--- config.mk ---
export PLATFORM = sky130hd
export DESIGN_NAME = nou_rsp_arb
export DESIGN_NICKNAME = d
export VERILOG_FILES = /design/src/rtl/nou_rsp_arb_pkg.sv /design/src/rtl/nou_rr_pick.sv /design/src/rtl/nou_rsp_arb.sv
export SDC_FILE = /design/constraint.sdc
export NUM_CORES = 1
export LEC_CHECK = 0
export CAP_MARGIN = 20
export CORE_MARGIN = 4
export CORE_UTILIZATION = 40
export DETAILED_ROUTE_END_ITERATION = 8
export PLACE_DENSITY_LB_ADDON = 0.15
export SLEW_MARGIN = 20
export SYNTH_ARGS = -nofsm -noshare
export SYNTH_HDL_FRONTEND = slang
export SYNTH_SLANG_ARGS = --single-unit
export TNS_END_PERCENT = 10
--- constraint.sdc ---
create_clock -name clk -period 2.6 [get_ports clk]
set_input_delay 0.78 -clock clk [delete_from_list [all_inputs] [get_ports clk]]
set_output_delay 0.78 -clock clk [all_outputs]
set_load 0.02 [all_outputs]
--- src/rtl/nou_rsp_arb_pkg.sv ---
// Shared types, response field widths and helpers for the response-channel arbiter.
package nou_rsp_arb_pkg;

    localparam int   NOU_TYPE_WIDTH     = 4;
    localparam int   NOU_ERR_CODE_WIDTH = 8;
    localparam logic RSP_STATUS_OK      = 1'b0;
    localparam logic RSP_STATUS_ERR     = 1'b1;

    localparam int   TICK_HOLD_DFLT     = 11000;

    typedef enum logic {IDLE, HOLD} arb_state_t;

    // Low bit of slice idx in a flat bus of w-bit fields.
    function automatic int slice_lo(input int idx, input int w);
        return idx * w;
    endfunction

endpackage

--- src/rtl/nou_rr_pick.sv ---
// Combinational round-robin picker: first set bit of mask at or after ptr, wrapping.
module nou_rr_pick #(
    parameter int N   = 4,
    parameter int IDW = 2
) (
    input  logic [N-1:0]   mask,
    input  logic [IDW-1:0] ptr,
    output logic           any,
    output logic [IDW-1:0] idx
);

    logic [2*N-1:0] rot;

    // Rotating the doubled mask puts the ptr position at bit 0.
    assign rot = {mask, mask} >> ptr;
    assign any = |mask;

    always_comb begin
        idx = '0;
        for (int i = N - 1; i >= 0; i--) begin
            if (rot[i]) idx = IDW'((int'(ptr) + i) % N);
        end
    end

endmodule

--- src/rtl/nou_rsp_arb.sv ---
// Arbitrates N response requesters onto the single registered or_encode channel.
module nou_rsp_arb
    import nou_rsp_arb_pkg::*;
#(
    parameter  int N_REQ     = 4,
    parameter  int ERR_FIRST = 1,
    parameter  int TICK_HOLD = TICK_HOLD_DFLT,
    localparam int IDW       = (N_REQ > 1) ? $clog2(N_REQ) : 1,
    localparam int TW        = NOU_TYPE_WIDTH,
    localparam int EW        = NOU_ERR_CODE_WIDTH
) (
    input  logic              clk,
    input  logic              rst,
    input  logic [N_REQ-1:0]  req_vld,
    input  logic [N_REQ*TW-1:0] req_type,
    input  logic [N_REQ-1:0]  req_status,
    input  logic [N_REQ*EW-1:0] req_err,
    output logic [N_REQ-1:0]  req_ack,
    input  logic              or_ready,
    output logic              ob_rsp_vld,
    output logic [TW-1:0]     ob_rsp_type,
    output logic              ob_rsp_status,
    output logic [EW-1:0]     ob_rsp_err,
    output logic [IDW-1:0]    grant_id,
    output logic              timeout,
    input  logic              timeout_clr
);

    localparam int CW = $clog2(TICK_HOLD + 1);

    arb_state_t       state, state_nxt;
    logic [IDW-1:0]   rr_ptr, ptr_inc;
    logic [CW-1:0]    hold_cnt;
    logic [N_REQ-1:0] err_mask;
    logic             err_any, vld_any;
    logic [IDW-1:0]   err_idx, vld_idx, win;
    logic             ack_fire, tmo_set;

    for (genvar g = 0; g < N_REQ; g++) begin : g_err
        assign err_mask[g] = req_vld[g] && (req_status[g] == RSP_STATUS_ERR);
    end

    nou_rr_pick #(.N(N_REQ), .IDW(IDW)) u_pick_err (
        .mask(err_mask), .ptr(rr_ptr), .any(err_any), .idx(err_idx)
    );

    nou_rr_pick #(.N(N_REQ), .IDW(IDW)) u_pick_vld (
        .mask(req_vld), .ptr(rr_ptr), .any(vld_any), .idx(vld_idx)
    );

    assign win        = (ERR_FIRST != 0 && err_any) ? err_idx : vld_idx;
    assign ack_fire   = (state == HOLD) && or_ready;
    assign tmo_set    = (state == HOLD) && !or_ready && (hold_cnt == CW'(TICK_HOLD - 1));
    assign ob_rsp_vld = (state == HOLD);
    assign ptr_inc    = (int'(grant_id) == N_REQ - 1) ? '0 : grant_id + 1'b1;

    // Ack is suppressed under reset so an in-flight response is never acked.
    always_comb begin
        req_ack = '0;
        if (ack_fire && !rst) req_ack[grant_id] = 1'b1;
    end

    always_comb begin
        state_nxt = state;
        case (state)
            IDLE:    if (vld_any)  state_nxt = HOLD;
            HOLD:    if (or_ready) state_nxt = IDLE;
            default: state_nxt = IDLE;
        endcase
    end

    always_ff @(posedge clk) begin
        if (rst) state <= IDLE;
        else     state <= state_nxt;
    end

    always_ff @(posedge clk) begin
        if (rst) begin
            rr_ptr        <= '0;
            grant_id      <= '0;
            ob_rsp_type   <= '0;
            ob_rsp_status <= 1'b0;
            ob_rsp_err    <= '0;
            hold_cnt      <= '0;
            timeout       <= 1'b0;
        end else begin
            if (state == IDLE && vld_any) begin
                ob_rsp_type   <= req_type[slice_lo(int'(win), TW) +: TW];
                ob_rsp_status <= req_status[win];
                ob_rsp_err    <= req_err[slice_lo(int'(win), EW) +: EW];
                grant_id      <= win;
            end
            if (ack_fire) rr_ptr <= ptr_inc;
            if (state == HOLD && !or_ready) begin
                if (hold_cnt != CW'(TICK_HOLD)) hold_cnt <= hold_cnt + 1'b1;
            end else begin
                hold_cnt <= '0;
            end
            if (tmo_set)          timeout <= 1'b1;
            else if (timeout_clr) timeout <= 1'b0;
        end
    end

endmodule

==> flow_summary.json, run 1 <==
{
  "startpoint_type": "primary input",
  "drt-pass1-iter-count": 4,
  "synthCells": 212,
  "grt_max_degree": 16,
  "drt_iter0_drc": 80,
  "cp-end-kind": "output port",
  "fp.dieH_um": 77.4,
  "slew_headroom_pct": 70.2,
  "fin_cells": 371,
  "min_to": "timeout",
  "criticalPathCategory": "primary input to output port",
  "fin_crit_ns": 2.53,
  "setup_viol": 0,
  "regToRegStartpoint": "rr_ptr[1]",
  "ios": 81,
  "vias": 1873,
  "die_w_um": 77.4,
  "vias_per_cell": 5.05,
  "finalWorstSetupSlack_ns": 0.0689,
  "grt_pass1_vias": 1794,
  "met3WireLength_um": 444,
  "powerDensity_nw_per_um2": 473,
  "drtAntennaViolNets": 0,
  "antenna_found_initial": 0,
  "stdcell_area_um2": 3060,
  "gp_congestion": 0.847,
  "routed_wl_mm": 4.88,
  "cts_root_buf": "clkbuf_8",
  "clock_latency_ns": 0.29,
  "hold_viol_final": 0,
  "clock_skew_ns": 0.00924,
  "cp_max_fo": 4,
  "cp.required_ns": 1.82,
  "met2_length_mm": 2.31,
  "synth_top_family_by_area": "simple AND/OR/NAND/NOR gates",
  "synth_fa_ha_area_share_pct": 3.90,
  "whs_ns": 0.462,
  "rr_endpoint": "ob_rsp_type[3]",
  "reg2reg_depth": 8,
  "cts.sinks": 33,
  "vdd_drop_max_mv": 0.240,
  "synth_area_um2": 1920,
  "synthXorXnorAreaFrac_pct": 5.46,
  "reg2reg_slack_ns": 0.60,
  "die_area_um2": 5980,
  "grt_pass1_wl_mm": 7.98,
  "drcViolationCount": 0,
  "drt-wirelength-per-cell_um": 13.1,
  "rsz0062_at_grt": "yes",
  "syn_nets": 278,
  "yosysUniqueCellTypes": 48,
  "hpwl_mm": 3.82,
  "slew_viol_final": 0,
  "overflow": 0,
  "top_layer": "met4",
  "clk_path_buf_depth": 2,
  "hold_path.class": "register to register",
  "place_ws_ns": -0.409,
  "cts_buffers": 5,
  "syn_to_final_growth_pct": 58.8,
  "diodes": 0,
  "worst_pin_slew_ns": 0.443,
  "grt_usage_pct": 16.1,
  "placed_cells": 360,
  "portBuffers": 80,
  "dpl_cell_area_um2": 2950,
  "cts_tree": "built",
  "yosys-mux-area-fraction_pct": 14.4,
  "total_leakage_power_nw": 1.22,
  "fmax_ghz": 0.395,
  "met1Wirelength_mm": 2.07,
  "path_clk_slew_ns": 0.07,
  "core_area_um2": 4500,
  "avgSynthCellArea_um2": 9.08,
  "initial_core_util_pct": 42.7,
  "outcome": "complete, no violations",
  "min-delay-start": "timeout",
  "synth_seq_cells": 33,
  "num_rows": 24,
  "drive_gt1_share_pct": 16.6,
  "yosys.area_share.simple_pct": 18.9,
  "synth_compound_area_share_pct": 17.8,
  "hold-path-cell-count": 1,
  "h-tree-depth": 2,
  "fin_crit_sh_pct": 97.4,
  "yosysWarnings": 0,
  "maxCapViolCount": 0,
  "yosysSeqAreaShare_pct": 34.3,
  "critPathArrivalTime_ns": 1.75,
  "nets": 384
}
[synth_stat cells (all sizes together)]
| cell type | instances | area (um^2) |
|---|---|---|
| or3b | 2 | 17.5 |
| o22ai | 1 | 12.5 |
| and2 | 4 | 25.0 |
| a21o | 2 | 15.0 |
| inv | 6 | 22.5 |
| a21boi | 1 | 7.51 |
| a211oi | 1 | 12.5 |
| a21oi | 8 | 43.8 |
| nor3 | 3 | 15.0 |
| nor3b | 1 | 7.51 |
| nor2b | 1 | 6.26 |
| nand4 | 3 | 18.8 |
| a21bo | 1 | 10.0 |
| xnor2 | 4 | 35.0 |
| o31ai | 1 | 7.51 |
| o32ai | 1 | 16.3 |
| mux2 | 2 | 26.3 |
| or3 | 2 | 12.5 |
| xor2 | 8 | 70.1 |
| nor4 | 2 | 12.5 |
| nand2b | 2 | 12.5 |
| o21ai | 15 | 75.1 |
| mux2i | 25 | 250 |
| a32oi | 1 | 8.76 |
| a311oi | 1 | 8.76 |
| and4 | 1 | 8.76 |
| nand2 | 12 | 45.0 |
| nand3 | 8 | 45.0 |
| and3 | 2 | 12.5 |
| buf | 6 | 60.1 |
| ha | 6 | 75.1 |
| nand4b | 2 | 17.5 |
| dfxtp | 33 | 661 |
| clkbuf | 5 | 18.8 |
| a22oi | 1 | 12.5 |
| nor2 | 23 | 86.3 |
| a2bb2oi | 12 | 105 |
| and4b | 1 | 10.0 |
| nor4bb | 1 | 10.0 |
| o211ai | 1 | 7.51 |
[layer usage]
metal  vias to the layer above  track usage [%]
li1                        972                -
met1                       834             19.1
met2                        59             27.1
met3                         8             5.90
met4                         0             5.34
met5                         -                0
[cell usage in the layout (no fill, tap or decap), types with 2 or more instances in the layout]
master,n
a21o_1,2
a21oi_1,7
a2bb2oi_1,12
and2_1,4
and3_1,2
buf_12,2
buf_2,3
buf_4,29
clkbuf_1,2
clkbuf_8,5
clkdlybuf4s50_1,74
dfxtp_1,33
dlymetal6s2s_1,2
ha_1,6
inv_1,6
mux2i_1,24
nand2_1,12
nand2b_1,2
nand3_1,7
nand4_1,3
nand4b_1,2
nor2_1,22
nor3_1,3
nor4_1,2
o21ai_0,3
o21ai_1,12
or3_1,2
xnor2_1,4
xor2_1,8
[power by group]
part | internal, mW | switching, mW
clock network | 0.189 | 0.184
registers | 0.544 | 0.0306
logic | 0.296 | 0.202
[metrics by stage]
stage | power (mW) | setup TNS (ns) | util (%)
floorplan | 0.825 | 0 | -
global placement | 1.07 | -3.92 | 65.5
detailed placement | 1.08 | -4.24 | 65.5
CTS | 1.45 | 0 | 67.0
global route | 1.53 | -0.00136 | 67.8
finish | 1.45 | 0 | 67.8
[cell families after synthesis]
kind of cell / after synthesis
flops: 33
fa+ha+maj: 6
compound gates: 47
mux: 27
xor+xnor: 12
buf+inv: 17
simple gates: 70
[timing repair]
item	CTS	global route
endpoints found under the setup margin	4	9
gates resized for setup	17	5
setup buffers	0	3
pin swaps	0	0
hold buffers	0	0
[registers in the layout (all words and copies together) (netlist names)]
signal         cells
ob_rsp_status      1
ob_rsp_err         8
hold_cnt          14
grant_id           2
rr_ptr             2
ob_rsp_vld         1
timeout            1
ob_rsp_type        4
[final cells by class]
type / count / area, um^2
Fill cell: 384 / 1450
Multi-Input combinational cell: 162 / 1180
Timing Repair Buffer: 110 / 1040
Sequential cell: 33 / 661
Clock buffer: 7 / 76.3
Tap cell: 52 / 65.1
Inverter: 6 / 22.5
Clock inverter: 1 / 7.51
[critical path: stages]
cell	delay [ns]
clkdlybuf4s50_1	0.48
nand2_1	0.08
nor2_2	0.12
and2_1	0.13
buf_2	0.15
[worst max path at each step]
| stage | from | endpoint | slack, ns |
|---|---|---|---|
| after floorplan | rst | req_ack[0] | 0.44 |
| after global placement | or_ready | req_ack[3] | -0.39 |
| after detailed placement | or_ready | req_ack[3] | -0.41 |
| after CTS | req_vld[2] | ob_rsp_type[3] | 0.05 |
| after global routing | req_status[3] | ob_rsp_type[3] | -0.001 |
| final | or_ready | req_ack[1] | 0.07 |
(Power assumes the default switching activity.)
==> run 2, diff against run 1 <==
- GPL_TIMING_DRIVEN: unset -> 0
- SKIP_LAST_GASP: unset -> 1
==> flow_summary.json, run 2 (synthesis gave the netlist of run 1 again) <==
{
  "outcome": "complete, no violations",
  "cp.required_ns": 1.82,
  "reg_top3": "hold_cnt x14, ob_rsp_err x8, ob_rsp_type x4",
  "cts_root_buf": "clkbuf_8",
  "critical-path-top-delay-family": "buffers and inverters",
  "diodes": 0,
  "fp.dieH_um": 77.4,
  "path_cells": "clkdlybuf4s50_1 -> nand2_2 -> nor2_4 -> and2_1 -> buf_2",
  "drt_iter0_drc": 63,
  "grt_pass1_wl_mm": 7.58,
  "critPathBufInv": 2,
  "criticalPathCategory": "primary input to output port",
  "critPathArrivalTime_ns": 1.79,
  "fmax_ghz": 0.389,
  "path_clk_slew_ns": 0.07,
  "startpoint_type": "primary input",
  "setup_viol": 0,
  "drtAntennaViolNets": 0,
  "final_cell_mix": "clkdlybuf4s50_1, dfxtp_1, mux2i_1",
  "die_w_um": 77.4,
  "fin_crit_sh_pct": 98.9,
  "fin_crit_ns": 2.57,
  "portBuffers": 79,
  "worst_pin_slew_ns": 0.537,
  "fin_total_pwr_mw": 1.46,
  "drive_gt1_share_pct": 12.8,
  "cp_max_fo": 4,
  "placed_cells": 343,
  "drt-pass1-iter-count": 4,
  "cpPeakStageDelay_ns": 0.52,
  "clock_skew_ns": 0.00370,
  "slowest_stage": "clkdlybuf4s50_1",
  "grt_usage_pct": 15.5,
  "maxCapViolCount": 0,
  "syn_to_final_growth_pct": 52.5,
  "core_area_um2": 4500,
  "rsz0062_at_grt": "yes",
  "grt_pass1_vias": 1697,
  "hpwl_mm": 3.84,
  "total_leakage_power_nw": 1.17,
  "cp-end-kind": "output port",
  "clk_path_buf_depth": 2,
  "num_rows": 24,
  "ios": 81,
  "drt-wirelength-per-cell_um": 13.6,
  "cts.sinks": 33,
  "final_common_cell": "clkdlybuf4s50_1",
  "grt_max_degree": 11,
  "vias_per_cell": 5.14,
  "regMostFlops": "hold_cnt",
  "overflow": 0,
  "cts_tree": "built",
  "vdd_drop_max_mv": 0.279,
  "drcViolationCount": 0,
  "dpl_cell_area_um2": 2780,
  "powerDensity_nw_per_um2": 498,
  "fin_cells": 356,
  "cts_buffers": 5,
  "slew_viol_final": 0,
  "stdcell_area_um2": 2930,
  "vias": 1830,
  "gp_congestion": 0.821,
  "routed_wl_mm": 4.83,
  "h-tree-depth": 2,
  "largest_reg_flops": 14,
  "die_area_um2": 5980,
  "clock_latency_ns": 0.28,
  "nets": 369,
  "initial_core_util_pct": 42.7,
  "hold_path.class": "register to register",
  "nFillCells": 425,
  "hold_viol_final": 0,
  "slew_headroom_pct": 64.2,
  "hold_buffers": 0,
  "antenna_found_initial": 0
}
run 2: cell types whose count changed in the layout (fill, tap and decap cells not counted), sizes merged:
cell	before	now
clkdlybuf4s50	74	71
clkinvlp	1	0
dlymetal6s2s	2	4
clkbuf	7	12
buf	34	15
clkinv	0	1
run 2: final cells by class:
class / count / area, um^2 / area share, %
clock buffers: 7 / 96.3 / 3.28
well taps: 52 / 65.1 / 2.22
inverters: 6 / 22.5 / 0.768
flip-flops and latches: 33 / 661 / 22.5
multi-input cells: 162 / 1190 / 40.4
repair buffers: 84 / 818 / 27.9
clock inverters: 1 / 5.00 / 0.171
plain buffers: 11 / 80.1 / 2.73
run 2: repair_timing:
action                                  in CTS  in global routing
pin swaps                                    0                  2
endpoints found under the setup margin      14                 15
gates resized for setup                     15                 14
buffers inserted                             0                  5
run 2: per-layer routing:
metal,global-route usage (%),vias up,part of all wire (%)
li1,-,943,-
met1,17.9,820,42
met2,25.9,62,48
met3,6.83,5,9.7
met4,4.45,0,0.83
met5,0,-,0
run 2: path summary, 6_finish.rpt:
check                 start              to  slack [ns]  depth (start not counted)
hold / removal      timeout         timeout        0.45                          1
setup / recovery   or_ready      req_ack[2]        0.03                          5
setup reg to reg  rr_ptr[1]  ob_rsp_type[0]        0.64                          9
hold reg to reg     timeout         timeout        0.45                          1
run 2: where the power goes:
part           internal [mW]  leakage (nW)  switching (mW)  total (mW)
combinational          0.264         0.844           0.199       0.463
clock                  0.239        0.0542           0.186       0.425
sequential             0.544         0.270          0.0278       0.572
total                   1.05          1.17           0.412        1.46
run 2: stage by stage:
step	TNS (ns)	hold WS, ns	util, %	setup WS [ns]
after floorplan	0	0.472	-	0.442
after global placement	-5.79	0.433	61.7	-0.499
after detailed placement	-6.26	0.443	61.7	-0.492
after CTS	-0.988	0.459	64.1	-0.0923
after global routing	-0.119	0.484	65.1	-0.0331
final	0	0.453	65.1	0.0275
==> run 3, diff against run 2 <==
- GPL_TIMING_DRIVEN: 0 -> 1
==> flow_summary.json, run 3 (synthesis gave the netlist of run 1 again) <==
{
  "fp.dieH_um": 77.4,
  "antenna_found_initial": 0,
  "fmax_ghz": 0.381,
  "hold_path.class": "register to register",
  "gp_congestion": 0.847,
  "drtAntennaViolNets": 0,
  "drt_iter0_drc": 109,
  "cts_setup_buffers": 0,
  "tns_ns": -0.0554,
  "clock_power_share_pct": 26.0,
  "drcViolationCount": 0,
  "violations": "setup timing",
  "critical-path-top-delay-family": "buffers and inverters",
  "cts_root_buf": "clkbuf_8",
  "largest_reg_flops": 14,
  "met3WireLength_um": 446,
  "nets": 381,
  "clk_path_buf_depth": 2,
  "setup_viol": 2,
  "fin_crit_sh_pct": 101,
  "clock_skew_ns": 0.00912,
  "pwr-share-comb_pct": 33.9,
  "overflow": 0,
  "startpoint_type": "primary input",
  "outcome": "finished, violations left",
  "drt-pass1-iter-count": 4,
  "reg2reg_slack_ns": 0.58,
  "met1Wirelength_mm": 2.07,
  "reg_top3": "hold_cnt x14, ob_rsp_err x8, ob_rsp_type x4",
  "p_int_mw": 1.02,
  "cp-end-kind": "output port",
  "powerDensity_nw_per_um2": 473,
  "cp_max_fo": 4,
  "routed_wl_mm": 4.85,
  "cts.sinks": 33,
  "fin_total_pwr_mw": 1.43,
  "cpPeakStageDelay_ns": 0.48,
  "fin_crit_ns": 2.63,
  "core_area_um2": 4500,
  "h-tree-depth": 2,
  "syn_to_final_growth_pct": 57.5,
  "portBuffers": 80,
  "post-route-util_pct": 67.3,
  "rr_endpoint": "ob_rsp_type[3]",
  "path_clk_slew_ns": 0.07,
  "total_leakage_power_nw": 1.19,
  "drive_gt1_share_pct": 15.2,
  "worst_pin_slew_ns": 0.442,
  "hold-path-cell-count": 1,
  "finalWorstSetupSlack_ns": -0.0278,
  "seq_power_share_pct": 40.1,
  "slew_headroom_pct": 70.3,
  "regMostFlops": "hold_cnt",
  "grt_max_degree": 16,
  "die_area_um2": 5980,
  "drt-wirelength-per-cell_um": 13.2,
  "die_w_um": 77.4,
  "vdd_drop_max_mv": 0.240,
  "final_cell_mix": "clkdlybuf4s50_1, dfxtp_1, mux2i_1, buf_4, nor2_1",
  "critPathBufInv": 2,
  "vias_per_cell": 5.07,
  "switchingPower_mw": 0.413,
  "cts_tree": "built",
  "hpwl_mm": 3.82,
  "ios": 81,
  "cp.required_ns": 1.82,
  "clock_latency_ns": 0.29,
  "min_to": "timeout",
  "rsz0062_at_grt": "yes",
  "slew_viol_final": 0,
  "top_layer": "met4",
  "diodes": 0,
  "met2_length_mm": 2.28,
  "initial_core_util_pct": 42.7,
  "hold_viol_final": 0,
  "criticalPathCategory": "primary input to output port",
  "grt_pass1_vias": 1794,
  "path_cells": "clkdlybuf4s50_1 -> nand2_1 -> nor2_2 -> and2_1 -> clkdlybuf4s15_2",
  "slowest_stage": "clkdlybuf4s50_1",
  "crit_start": "or_ready",
  "grt_usage_pct": 16.1,
  "switching_share_pct": 28.8,
  "grt_pass1_wl_mm": 7.98,
  "critPathArrivalTime_ns": 1.85,
  "num_rows": 24,
  "reg2reg_depth": 8,
  "cts_buffers": 5,
  "min-delay-start": "timeout",
  "vias": 1865,
  "regToRegStartpoint": "rr_ptr[1]",
  "final_common_cell": "clkdlybuf4s50_1",
  "hold_buffers": 0,
  "maxCapViolCount": 0
}
[run 3: final cells by class]
class	count	area [um^2]
Tap cell	52	65.1
Sequential cell	33	661
Inverter	6	22.5
Multi-Input combinational cell	162	1180
Timing Repair Buffer	107	1020
Fill cell	387	1470
Clock buffer	7	76.3
Clock inverter	1	7.51
[run 3: how the worst max path moves through the flow]
| stage | end | cells after the start |
|---|---|---|
| 6_report | req_ack[2] | 5 |
| 5_1_grt | req_ack[0] | 5 |
| 4_1_cts | req_ack[1] | 5 |
| 3_5_place_dp | req_ack[3] | 5 |
| 3_3_place_gp | req_ack[3] | 5 |
| 2_1_floorplan | req_ack[0] | 3 |
[run 3: stage by stage]
stage	cell area (um^2)	instances	hold slack, ns	setup slack [ns]
floorplan	1920	212	0.472	0.442
global placement	2950	360	0.435	-0.392
detailed placement	2950	360	0.451	-0.409
CTS	3040	368	0.467	-0.0400
global route	3030	368	0.493	-0.0954
finish	3030	368	0.462	-0.0278
[run 3: power groups by stage]
stage          logic [mW]  registers [mW]  clock network [mW]
4_1_cts             0.492           0.575               0.385
2_1_floorplan       0.202           0.623                   0
6_report            0.486           0.575               0.373
3_3_place_gp        0.487           0.585                   0
5_1_grt             0.524           0.580               0.413
3_5_place_dp        0.491           0.586                   0
[run 3: timing repair]
| item | CTS | global route |
|---|---|---|
| setup endpoints to repair | 4 | 12 |
| endpoints found under the hold margin | 0 | 0 |
| cloned | 0 | 0 |
| resized for setup | 14 | 2 |
[run 3: metal layers]
layer	up-vias	global-route usage [%]
met5	-	0
met4	0	5.34
met3	8	5.90
met2	59	27.1
met1	833	19.1
li1	965	-
